File: src/rtl/dl166_pkg.sv
// dl166_pkg
// Shared definitions for the DL166 program-memory loader and any CPU-side
// bench that needs the same address/instruction widths.
//   ADR_W    : CPU fetch address width
//   INSN_W   : instruction and loader byte width
//   DEPTH    : number of instruction words (2**ADR_W)
//   CNT_W    : width of the loader word counter, wide enough to hold DEPTH
//   NOP_INSN : encoding of MOV r0,r0, used to pad unloaded words
//   ldState_t: loader FSM states
package dl166_pkg;

  localparam int ADR_W  = 4;
  localparam int INSN_W = 8;
  localparam int DEPTH  = 16;
  localparam int CNT_W  = 5;

  localparam logic [INSN_W-1:0] NOP_INSN = 8'h00;

  typedef enum logic [2:0] {
    ST_IDLE = 3'd0,
    ST_LEN  = 3'd1,
    ST_DATA = 3'd2,
    ST_FILL = 3'd3,
    ST_SUM  = 3'd4,
    ST_RUN  = 3'd5,
    ST_ERR  = 3'd6
  } ldState_t;

  // The loader only takes bytes while it is expecting the length, a data
  // byte or the checksum; everywhere else a presented byte stays unconsumed.
  function automatic logic isByteState(input ldState_t s);
    return (s == ST_LEN) || (s == ST_DATA) || (s == ST_SUM);
  endfunction

endpackage

File: src/rtl/dl166_prog_ram.sv
// dl166_prog_ram
// 16 x 8 instruction store. Writes land on the rising clock edge, reads are
// purely combinational so the CPU sees its instruction in the same cycle
// it presents the address.
//   clk       : clock
//   i_clear_n : synchronous active-low clear of every word to zero
//   i_we      : write enable
//   i_waddr   : write address
//   i_wdata   : write data
//   i_raddr   : read address
//   o_rdata   : word at i_raddr
module dl166_prog_ram
  import dl166_pkg::*;
(
  input  logic              clk,
  input  logic              i_clear_n,
  input  logic              i_we,
  input  logic [ADR_W-1:0]  i_waddr,
  input  logic [INSN_W-1:0] i_wdata,
  input  logic [ADR_W-1:0]  i_raddr,
  output logic [INSN_W-1:0] o_rdata
);

  logic [INSN_W-1:0] r_mem [DEPTH];

  // Clear wins over a write so a reset in the middle of a load never leaves
  // a half-written program behind.
  always_ff @(posedge clk) begin
    if (!i_clear_n) begin
      for (int i = 0; i < DEPTH; i++) begin
        r_mem[i] <= '0;
      end
    end else if (i_we) begin
      r_mem[i_waddr] <= i_wdata;
    end
  end

  assign o_rdata = r_mem[i_raddr];

endmodule

File: src/rtl/dl166_prog_loader.sv
// dl166_prog_loader
// Program-memory responder for the DL166 CPU. Answers the CPU fetch address
// with the stored instruction combinationally and fills the store from a
// valid/ready byte stream of the form: length, data bytes, checksum. The CPU
// is held in reset until a load finishes with a matching checksum.
//   clk           : clock
//   reset         : synchronous active-low reset
//   i_cpu_adr     : CPU fetch address
//   o_cpu_dout    : instruction at i_cpu_adr
//   o_cpu_reset_n : registered reset to the CPU, 0 holds it in reset
//   i_load_start  : single-cycle request to begin a load
//   i_ld_valid    : loader byte valid
//   i_ld_data     : loader byte
//   o_ld_ready    : a byte is accepted this cycle when valid
//   o_load_done   : high while a good program is running
//   o_load_err    : high after a bad length or checksum
//   o_checksum    : running mod-256 sum of accepted data bytes
module dl166_prog_loader
  import dl166_pkg::*;
(
  input  logic              clk,
  input  logic              reset,
  input  logic [ADR_W-1:0]  i_cpu_adr,
  output logic [INSN_W-1:0] o_cpu_dout,
  output logic              o_cpu_reset_n,
  input  logic              i_load_start,
  input  logic              i_ld_valid,
  input  logic [INSN_W-1:0] i_ld_data,
  output logic              o_ld_ready,
  output logic              o_load_done,
  output logic              o_load_err,
  output logic [INSN_W-1:0] o_checksum
);

  ldState_t          r_state;
  logic [CNT_W-1:0]  r_count;
  logic [CNT_W-1:0]  r_len;
  logic [INSN_W-1:0] r_checksum;
  logic              r_cpuResetN;

  ldState_t          w_nextState;
  logic [CNT_W-1:0]  w_nextCount;
  logic [CNT_W-1:0]  w_nextLen;
  logic [INSN_W-1:0] w_nextChecksum;
  logic              w_nextCpuResetN;
  logic              w_ldReady;
  logic              w_xfer;
  logic              w_lenOk;
  logic              w_ramWe;
  logic [ADR_W-1:0]  w_ramWaddr;
  logic [INSN_W-1:0] w_ramWdata;

  // Ready is a function of state alone so the loader side can never form a
  // combinational loop through valid.
  assign w_ldReady = isByteState(r_state);
  assign w_xfer    = i_ld_valid && w_ldReady;
  assign w_lenOk   = (i_ld_data != '0) && (i_ld_data <= INSN_W'(DEPTH));

  // State and loader bookkeeping registers.
  always_ff @(posedge clk) begin
    if (!reset) begin
      r_state     <= ST_IDLE;
      r_count     <= '0;
      r_len       <= '0;
      r_checksum  <= '0;
      r_cpuResetN <= 1'b0;
    end else begin
      r_state     <= w_nextState;
      r_count     <= w_nextCount;
      r_len       <= w_nextLen;
      r_checksum  <= w_nextChecksum;
      r_cpuResetN <= w_nextCpuResetN;
    end
  end

  // Next-state logic. The word counter doubles as the RAM write pointer for
  // both DATA and FILL, so FILL simply carries on from where DATA stopped
  // and pads the rest of the store with NOPs up to the last word.
  always_comb begin
    w_nextState     = r_state;
    w_nextCount     = r_count;
    w_nextLen       = r_len;
    w_nextChecksum  = r_checksum;
    w_nextCpuResetN = r_cpuResetN;
    w_ramWe         = 1'b0;
    w_ramWaddr      = r_count[ADR_W-1:0];
    w_ramWdata      = i_ld_data;

    case (r_state)
      ST_IDLE, ST_RUN, ST_ERR: begin
        if (i_load_start) begin
          w_nextState     = ST_LEN;
          w_nextCpuResetN = 1'b0;
          w_nextChecksum  = '0;
          w_nextCount     = '0;
        end
      end

      ST_LEN: begin
        if (w_xfer) begin
          if (w_lenOk) begin
            w_nextLen   = i_ld_data[CNT_W-1:0];
            w_nextState = ST_DATA;
          end else begin
            w_nextState = ST_ERR;
          end
        end
      end

      ST_DATA: begin
        if (w_xfer) begin
          w_ramWe        = 1'b1;
          w_nextCount    = r_count + 1'b1;
          w_nextChecksum = r_checksum + i_ld_data;
          if ((r_count + 1'b1) == r_len) begin
            w_nextState = (r_len == CNT_W'(DEPTH)) ? ST_SUM : ST_FILL;
          end
        end
      end

      ST_FILL: begin
        w_ramWe     = 1'b1;
        w_ramWdata  = NOP_INSN;
        w_nextCount = r_count + 1'b1;
        if (r_count == CNT_W'(DEPTH - 1)) begin
          w_nextState = ST_SUM;
        end
      end

      ST_SUM: begin
        if (w_xfer) begin
          if (i_ld_data == r_checksum) begin
            w_nextState     = ST_RUN;
            w_nextCpuResetN = 1'b1;
          end else begin
            w_nextState = ST_ERR;
          end
        end
      end

      default: begin
        w_nextState = ST_IDLE;
      end
    endcase
  end

  dl166_prog_ram u_ram (
    .clk       (clk),
    .i_clear_n (reset),
    .i_we      (w_ramWe),
    .i_waddr   (w_ramWaddr),
    .i_wdata   (w_ramWdata),
    .i_raddr   (i_cpu_adr),
    .o_rdata   (o_cpu_dout)
  );

  assign o_cpu_reset_n = r_cpuResetN;
  assign o_ld_ready    = w_ldReady;
  assign o_load_done   = (r_state == ST_RUN);
  assign o_load_err    = (r_state == ST_ERR);
  assign o_checksum    = r_checksum;

endmodule

File: config.mk
export PLATFORM = sky130hd
export DESIGN_NAME = dl166_prog_loader
export DESIGN_NICKNAME = d
export VERILOG_FILES = /design/src/rtl/dl166_pkg.sv /design/src/rtl/dl166_prog_ram.sv /design/src/rtl/dl166_prog_loader.sv
export SDC_FILE = /design/constraint.sdc
export NUM_CORES = 1
export LEC_CHECK = 0
export BUFFER_PORTS_ARGS = -buffer_cell sky130_fd_sc_hd__buf_2
export CORE_AREA = 8 8 136 138
export CTS_CLUSTER_SIZE = 24
export DETAILED_ROUTE_END_ITERATION = 8
export DIE_AREA = 0 0 144 146
export GPL_TIMING_DRIVEN = 0
export HOLD_SLACK_MARGIN = 0.12
export PLACE_DENSITY = 0.69
export SLEW_MARGIN = 20
export SYNTH_ARGS = -nofsm -noshare
export SYNTH_HDL_FRONTEND = slang
export SYNTH_SLANG_ARGS = --single-unit
File: constraint.sdc
create_clock -name clk -period 2.3 [get_ports clk]
set_input_delay 0.345 -clock clk [delete_from_list [all_inputs] [get_ports clk]]
set_output_delay 0.345 -clock clk [all_outputs]
set_load 0.005 [all_outputs]
==> impl_metrics.json, run 1 <==
{
  "total_power_mw": 7.04,
  "grt_start_max_net_pins": 17,
  "p_per_area_mw_per_mm2": 851,
  "layout_worst_path_cycle_share_pct": 101,
  "placement.io_buffers": 32,
  "synthCells": 554,
  "maxClockFrequency_ghz": 0.433,
  "synth_area_per_cell_um2": 13.0,
  "synth_top_flop_cell": "edfxtp_1",
  "final_non_filler_cells": 836,
  "dp.cells": 806,
  "clk-insertion-delay-late_ns": 0.42,
  "global_route.overflow_total": 0,
  "floorplan.initialDensity_pct": 44.2,
  "cts.hold.buffers_added": 0,
  "gp_routability_congestion": 0.829,
  "synth_enable_flop_cells": 128,
  "cellLeakagePower_nw": 3.13,
  "cts-root-to-sink-buffers": 2,
  "postCtsSetupRepairBufs": 0,
  "nets": 634,
  "cts_made_buffers": 17,
  "routedWlPerCell_um": 20.8,
  "drt-vias-per-instance": 5.60,
  "critical_path_start_end_classification": "reg -> out",
  "timing.max_cap.violations": 0,
  "failed_checks": "negative setup slack",
  "first_global_vias": 4863,
  "worst_ep_required_time_ns": 1.96,
  "setup.reg_to_reg.worst_slack_ns": 0.14,
  "yosysUniqueCellTypes": 49,
  "post-route-worst-setup-slack_ns": -0.0117,
  "max-vdd-ir-drop_mv": 0.558,
  "postRouteWirelength_um": 17400,
  "register_bit_total_from_synthesis": 150,
  "areaGrowthSynthToFinish_pct": 14.8,
  "final_period_minus_worst_setup_slack_ns": 2.31,
  "detail_route.first_pass.iterations": 5,
  "largest_fanout_on_the_critical_path": 1,
  "mappedNetlistNets": 583,
  "finalMaxSlewViolations": 0,
  "die_w_um": 144,
  "antenna_found_initial": 0,
  "post_route_cells_drive_above_1_share_pct": 20.9,
  "yosysWarnings": 0,
  "ant_nets": 0,
  "clock_sink_count": 150,
  "post_cts.resized_instances": 31,
  "crit_top_cell": "mux4_2",
  "worst_setup_hold_path_clk_slew_ns": 0.06,
  "clock-root-buffer": "clkbuf_16",
  "grt_pass1_wl_um": 27200,
  "hold_viol": 0,
  "critical-path-max-stage-delay_ns": 0.52,
  "post_synth_instance_area_mm2": 0.00720,
  "critPathBufInv": 1,
  "die_outline_area_mm2": 0.0210,
  "worstPathCellList": "mux4_2 -> mux4_2 -> buf_2",
  "core_mm2": 0.0163,
  "detail_route.iter0.violations": 431,
  "slowest_stage": "mux4_2",
  "final.setup_skew_ns": 0.00694,
  "antenna_cell_count": 0,
  "detailroute.via_count": 4683,
  "drt_drc_violations_left": 0,
  "worst_setup_path_end_kind": "output port",
  "worstMarginPinSlew_ns": 1.10,
  "setup.worst_path.start_class": "flip-flop",
  "setup-violations-final": 1,
  "tritoncts": "built",
  "grt_setup_unrepaired": "yes",
  "ys_async_sr_fraction_pct": 0,
  "min-delay-path-class": "in -> reg",
  "worst-endpoint-arrival_ns": 1.97,
  "die_h_um": 146,
  "final_common_cell": "nor2_1",
  "grt.total_usage_pct": 17.4,
  "std_cell_rows": 47,
  "design.portCount": 36,
  "outcome": "finished, violations left",
  "dp_hpwl_um": 12100,
  "hold_ws_ns": 0.234,
  "cp_top_family": "multiplexers",
  "cts-htree-levels": 4,
  "most-common-layout-cells": "152 x nor2_1, 128 x edfxtp_1, 44 x buf_2, 29 x mux4_2, 29 x nand2_1",
  "yosysSeqAreaShare_pct": 59.5,
  "max_slew_margin_pct": 26.5
}
==> worst reg2reg max path, stage by stage (launching register included) <==
cell and delay [ns]:
dfxtp_1 0.39, buf_2 0.23, o21a_1 0.29, and3_1 0.19, buf_2 0.15, nand2_1 0.31, nand2_4 0.29
==> power breakdown <==
group	switching, mW	total [mW]	internal (mW)
Sequential	0.0738	3.16	3.09
Combinational	0.711	1.15	0.443
Clock	1.04	2.72	1.68
Total	1.83	7.04	5.21
==> cell usage after synthesis, types with 3 or more instances <==
cell      number  share of area [%]
edfxtp_1     128                 53
mux4_2        16                5.0
nand3_2        3               0.42
xnor2_1        7               0.85
ha_1          12                2.1
buf_1          4               0.21
nor2b_1        3               0.26
nor2_1       152                7.9
a21o_1         5               0.52
o21ai_0        7               0.49
nand2_1       45                2.3
nand3_1       10               0.70
nand2b_1       5               0.43
a31oi_1        5               0.43
a21oi_1        9               0.63
nor4_1         4               0.35
mux4_1        24                8.8
a22oi_1        4               0.42
clkbuf_1      17               0.89
a211oi_1       3               0.31
buf_2         11               0.77
mux2i_1        8                1.1
o21a_1         3               0.31
xor2_1         5               0.61
and3_1         6               0.52
inv_1          4               0.21
nor3_1         6               0.42
dfxtp_1       22                6.1
a32oi_1        3               0.37
==> flip-flops by register name (all words and copies together), names as in the netlist <==
register       count
u_ram.r_mem      128
r_state            3
r_count            5
o_cpu_reset_n      1
o_checksum         8
r_len              5
==> final cells by class <==
| cell class | count | area [um2] |
|---|---|---|
| Inverter | 5 | 18.8 |
| Fill cell | 1414 | 8030 |
| Multi-Input combinational cell | 363 | 2760 |
| Clock buffer | 19 | 433 |
| Tap cell | 220 | 275 |
| Buffer | 36 | 203 |
| Clock inverter | 11 | 134 |
| Timing Repair Buffer | 32 | 160 |
| Sequential cell | 150 | 4280 |
==> through the flow <==
step | util (%) | setup WS [ns] | TNS, ns | area, um2
finish | 50.7 | -0.0117 | -0.0117 | 8260
global route | 50.7 | -0.0491 | -0.207 | 8260
CTS | 50.4 | -0.0247 | -0.0758 | 8210
detailed placement | 46.8 | -0.203 | -7.04 | 7630
global placement | 46.8 | -0.165 | -2.09 | 7630
floorplan | - | 0.365 | 0 | 7200
==> logic make-up after synthesis <==
logic type | synth area share [%]
buffers and inverters | 2.97
adder cells (fa/ha/maj) | 2.36
multiplexers | 15.2
XOR/XNOR | 1.46
AO/OA/AOI/OAI | 4.02
AND/OR/NAND/NOR | 14.5
flip-flops | 59.5
==> routing by layer <==
layer  wire [um]  vias up  global-route usage, %
met2        8810      162                   28.4
met5           0        -                      0
li1            -     2148                      -
met4         297        0                   7.31
met1        7240     2351                   21.6
met3        1080       22                   3.84
==> worst paths after layout <==
kind | startpoint | end | cells after the start
max | u_ram.r_mem[11][6] | o_cpu_dout[6] | 3
min | i_ld_data[0] | r_len[0] | 3
max reg2reg | r_state[0] | u_ram.r_mem[2][7] | 6
min reg2reg | o_cpu_reset_n | o_cpu_reset_n | 2
Power figures use the tool's default switching activity.
==> inputs of run 2 (changes only) <==
--- a/config.mk
+++ b/config.mk
@@ -6,14 +6,16 @@
 export NUM_CORES = 1
 export LEC_CHECK = 0
 export BUFFER_PORTS_ARGS = -buffer_cell sky130_fd_sc_hd__buf_2
-export CORE_AREA = 8 8 136 138
+export CORE_AREA = 8 8 124 126
 export CTS_CLUSTER_SIZE = 24
 export DETAILED_ROUTE_END_ITERATION = 8
-export DIE_AREA = 0 0 144 146
+export DIE_AREA = 0 0 132 134
 export GPL_TIMING_DRIVEN = 0
 export HOLD_SLACK_MARGIN = 0.12
-export PLACE_DENSITY = 0.69
+export PLACE_DENSITY = 0.8
+export SKIP_LAST_GASP = 1
 export SLEW_MARGIN = 20
 export SYNTH_ARGS = -nofsm -noshare
 export SYNTH_HDL_FRONTEND = slang
 export SYNTH_SLANG_ARGS = --single-unit
+export TNS_END_PERCENT = 100
==> run 2 against run 1 <==
Clock skew fell by 0.00097 ns. Cell area barely moved. The flow still finishes with violations (negative setup slack). Sequential power barely moved. First-iteration DRC count rose by 16%. Count of clock-buffer cells in the layout did not move. Highest routed layer is now met5.
==> impl_metrics.json, run 2 (same netlist as run 1, synthesis figures left out) <==
{
  "clk-insertion-delay-late_ns": 0.41,
  "die_outline_area_mm2": 0.0177,
  "worst_setup_path_end_kind": "flip-flop",
  "post-route-worst-setup-slack_ns": -0.0184,
  "clock_sink_count": 150,
  "largest_fanout_on_the_critical_path": 9,
  "finalMaxSlewViolations": 0,
  "routedWlPerCell_um": 21.7,
  "final.setup_skew_ns": 0.00597,
  "max-vdd-ir-drop_mv": 0.597,
  "maxClockFrequency_ghz": 0.431,
  "cts-root-to-sink-buffers": 2,
  "max_slew_margin_pct": 31.0,
  "grt_pass1_wl_um": 26600,
  "post_route_cells_drive_above_1_share_pct": 21.4,
  "dp.cells": 766,
  "global_route.overflow_total": 0,
  "clock-root-buffer": "clkbuf_16",
  "hold_viol": 0,
  "total_power_mw": 7.36,
  "top_layer": "met5",
  "cts.hold.buffers_added": 0,
  "postRouteWirelength_um": 17300,
  "antenna_cell_count": 0,
  "worstPathCellList": "nor2b_1 -> o21a_1 -> and3_1 -> buf_2 -> nand3_1 -> nand2_4",
  "ant_nets": 0,
  "design.portCount": 36,
  "drt_drc_violations_left": 0,
  "gp_routability_congestion": 0.862,
  "core_mm2": 0.0135,
  "min-delay-path-class": "in -> reg",
  "setup.worst_path.start_class": "flip-flop",
  "detailroute.wirelength.met3_um": 1370,
  "die_w_um": 132,
  "grt_setup_unrepaired": "yes",
  "tritoncts": "built",
  "p_per_area_mw_per_mm2": 891,
  "timing.max_cap.violations": 0,
  "critPathBufInv": 1,
  "cts-htree-levels": 4,
  "max_reg_flops": 128,
  "worst_setup_hold_path_clk_slew_ns": 0.06,
  "most-common-layout-cells": "152 x nor2_1, 128 x edfxtp_1, 44 x buf_2, 30 x mux4_2, 29 x nand2_1",
  "final_period_minus_worst_setup_slack_ns": 2.32,
  "final_non_filler_cells": 796,
  "slowest_stage": "nand3_1",
  "placement.io_buffers": 32,
  "first_global_vias": 4904,
  "fill_cells": 995,
  "worst-endpoint-arrival_ns": 2.42,
  "final_common_cell": "nor2_1",
  "outcome": "finished, violations left",
  "grt.total_usage_pct": 19.7,
  "critical-path-max-stage-delay_ns": 0.37,
  "max_flop_register": "u_ram.r_mem",
  "setup-violations-final": 16,
  "critical_path_start_end_classification": "reg -> reg",
  "drt-vias-per-instance": 6.12,
  "floorplan.initialDensity_pct": 53.3,
  "nets": 633,
  "antenna_found_initial": 1,
  "grt_start_max_net_pins": 17,
  "setup.reg_to_reg.worst_slack_ns": -0.02,
  "worstMarginPinSlew_ns": 1.04,
  "std_cell_rows": 43,
  "cp_top_family": "simple AND/OR/NAND/NOR gates",
  "die_h_um": 134,
  "dp_hpwl_um": 11800,
  "cellLeakagePower_nw": 3.17,
  "failed_checks": "negative setup slack",
  "cts_made_buffers": 17,
  "layout_worst_path_cycle_share_pct": 101,
  "detailroute.via_count": 4873,
  "worst_ep_required_time_ns": 2.40,
  "areaGrowthSynthToFinish_pct": 14.8,
  "detail_route.first_pass.iterations": 8,
  "detail_route.iter0.violations": 499,
  "detail_route.wirelength.met1_um": 6650,
  "wl_met2_um": 8780
}
[run 2: cell count changes in the layout (fill, tap and decap cells not counted), moves of 2 or more]
cell,delta
nand2_4,-3
bufinv_16,+3
nand2_2,+3
clkinvlp_4,-2
clkinv_1,-2
clkinv_2,+3
clkbuf_1,-2
[run 2: what timing repair did]
action                     CTS  global route
gates resized for setup     20            29
setup buffers                0             0
setup endpoints to repair   69           151
[run 2: where the power goes]
part,switching (mW),leakage (nW),internal (mW)
registers,0.0746,1.50,3.09
clock network,1.04,0.315,2.01
logic,0.702,1.36,0.442
total,1.82,3.17,5.54
[run 2: worst register-to-register path, cell delays in order, from the launching register on]
cell and delay, ns:
dfxtp_1 0.34, nor2b_1 0.31, o21a_1 0.32, and3_1 0.20, buf_2 0.16, nand3_1 0.37
nand2_4 0.31
[run 2: per-layer routing]
layer	track usage [%]	vias up
li1	-	2147
met1	22.7	2425
met2	33.8	264
met3	5.42	35
met4	9.06	2
met5	0	-
[run 2: final cells by class]
type	count	area [um2]	area share, %
multi-input cells	363	2730	33.1
inverters	5	18.8	0.227
clock buffers	19	433	5.24
plain buffers	35	200	2.42
well taps	180	225	2.73
flip-flops and latches	150	4280	51.9
clock inverters	12	208	2.51
repair buffers	32	160	1.94
[run 2: path summary, 6_finish.rpt]
kind,from,to,cells past startpoint
worst min register to register,o_cpu_reset_n,o_cpu_reset_n,2
worst max-delay path,r_state[1],u_ram.r_mem[14][5],6
worst max register to register,r_state[1],u_ram.r_mem[14][5],6
worst min-delay path,i_ld_data[0],r_len[0],3
[run 2: through the flow]
step           instance area, um2  setup TNS, ns  hold slack [ns]  worst slack (ns)  utilization (%)
6_report                     8260         -0.198            0.240           -0.0184             61.2
5_1_grt                      8260          -4.33            0.253            -0.147             61.2
4_1_cts                      8220        -0.0522            0.230           -0.0522             60.9
3_5_place_dp                 7580          -3.83            0.485            -0.169             56.1
3_3_place_gp                 7580          -1.88            0.475            -0.157             56.1
2_1_floorplan                7200              0            0.464             0.365                -
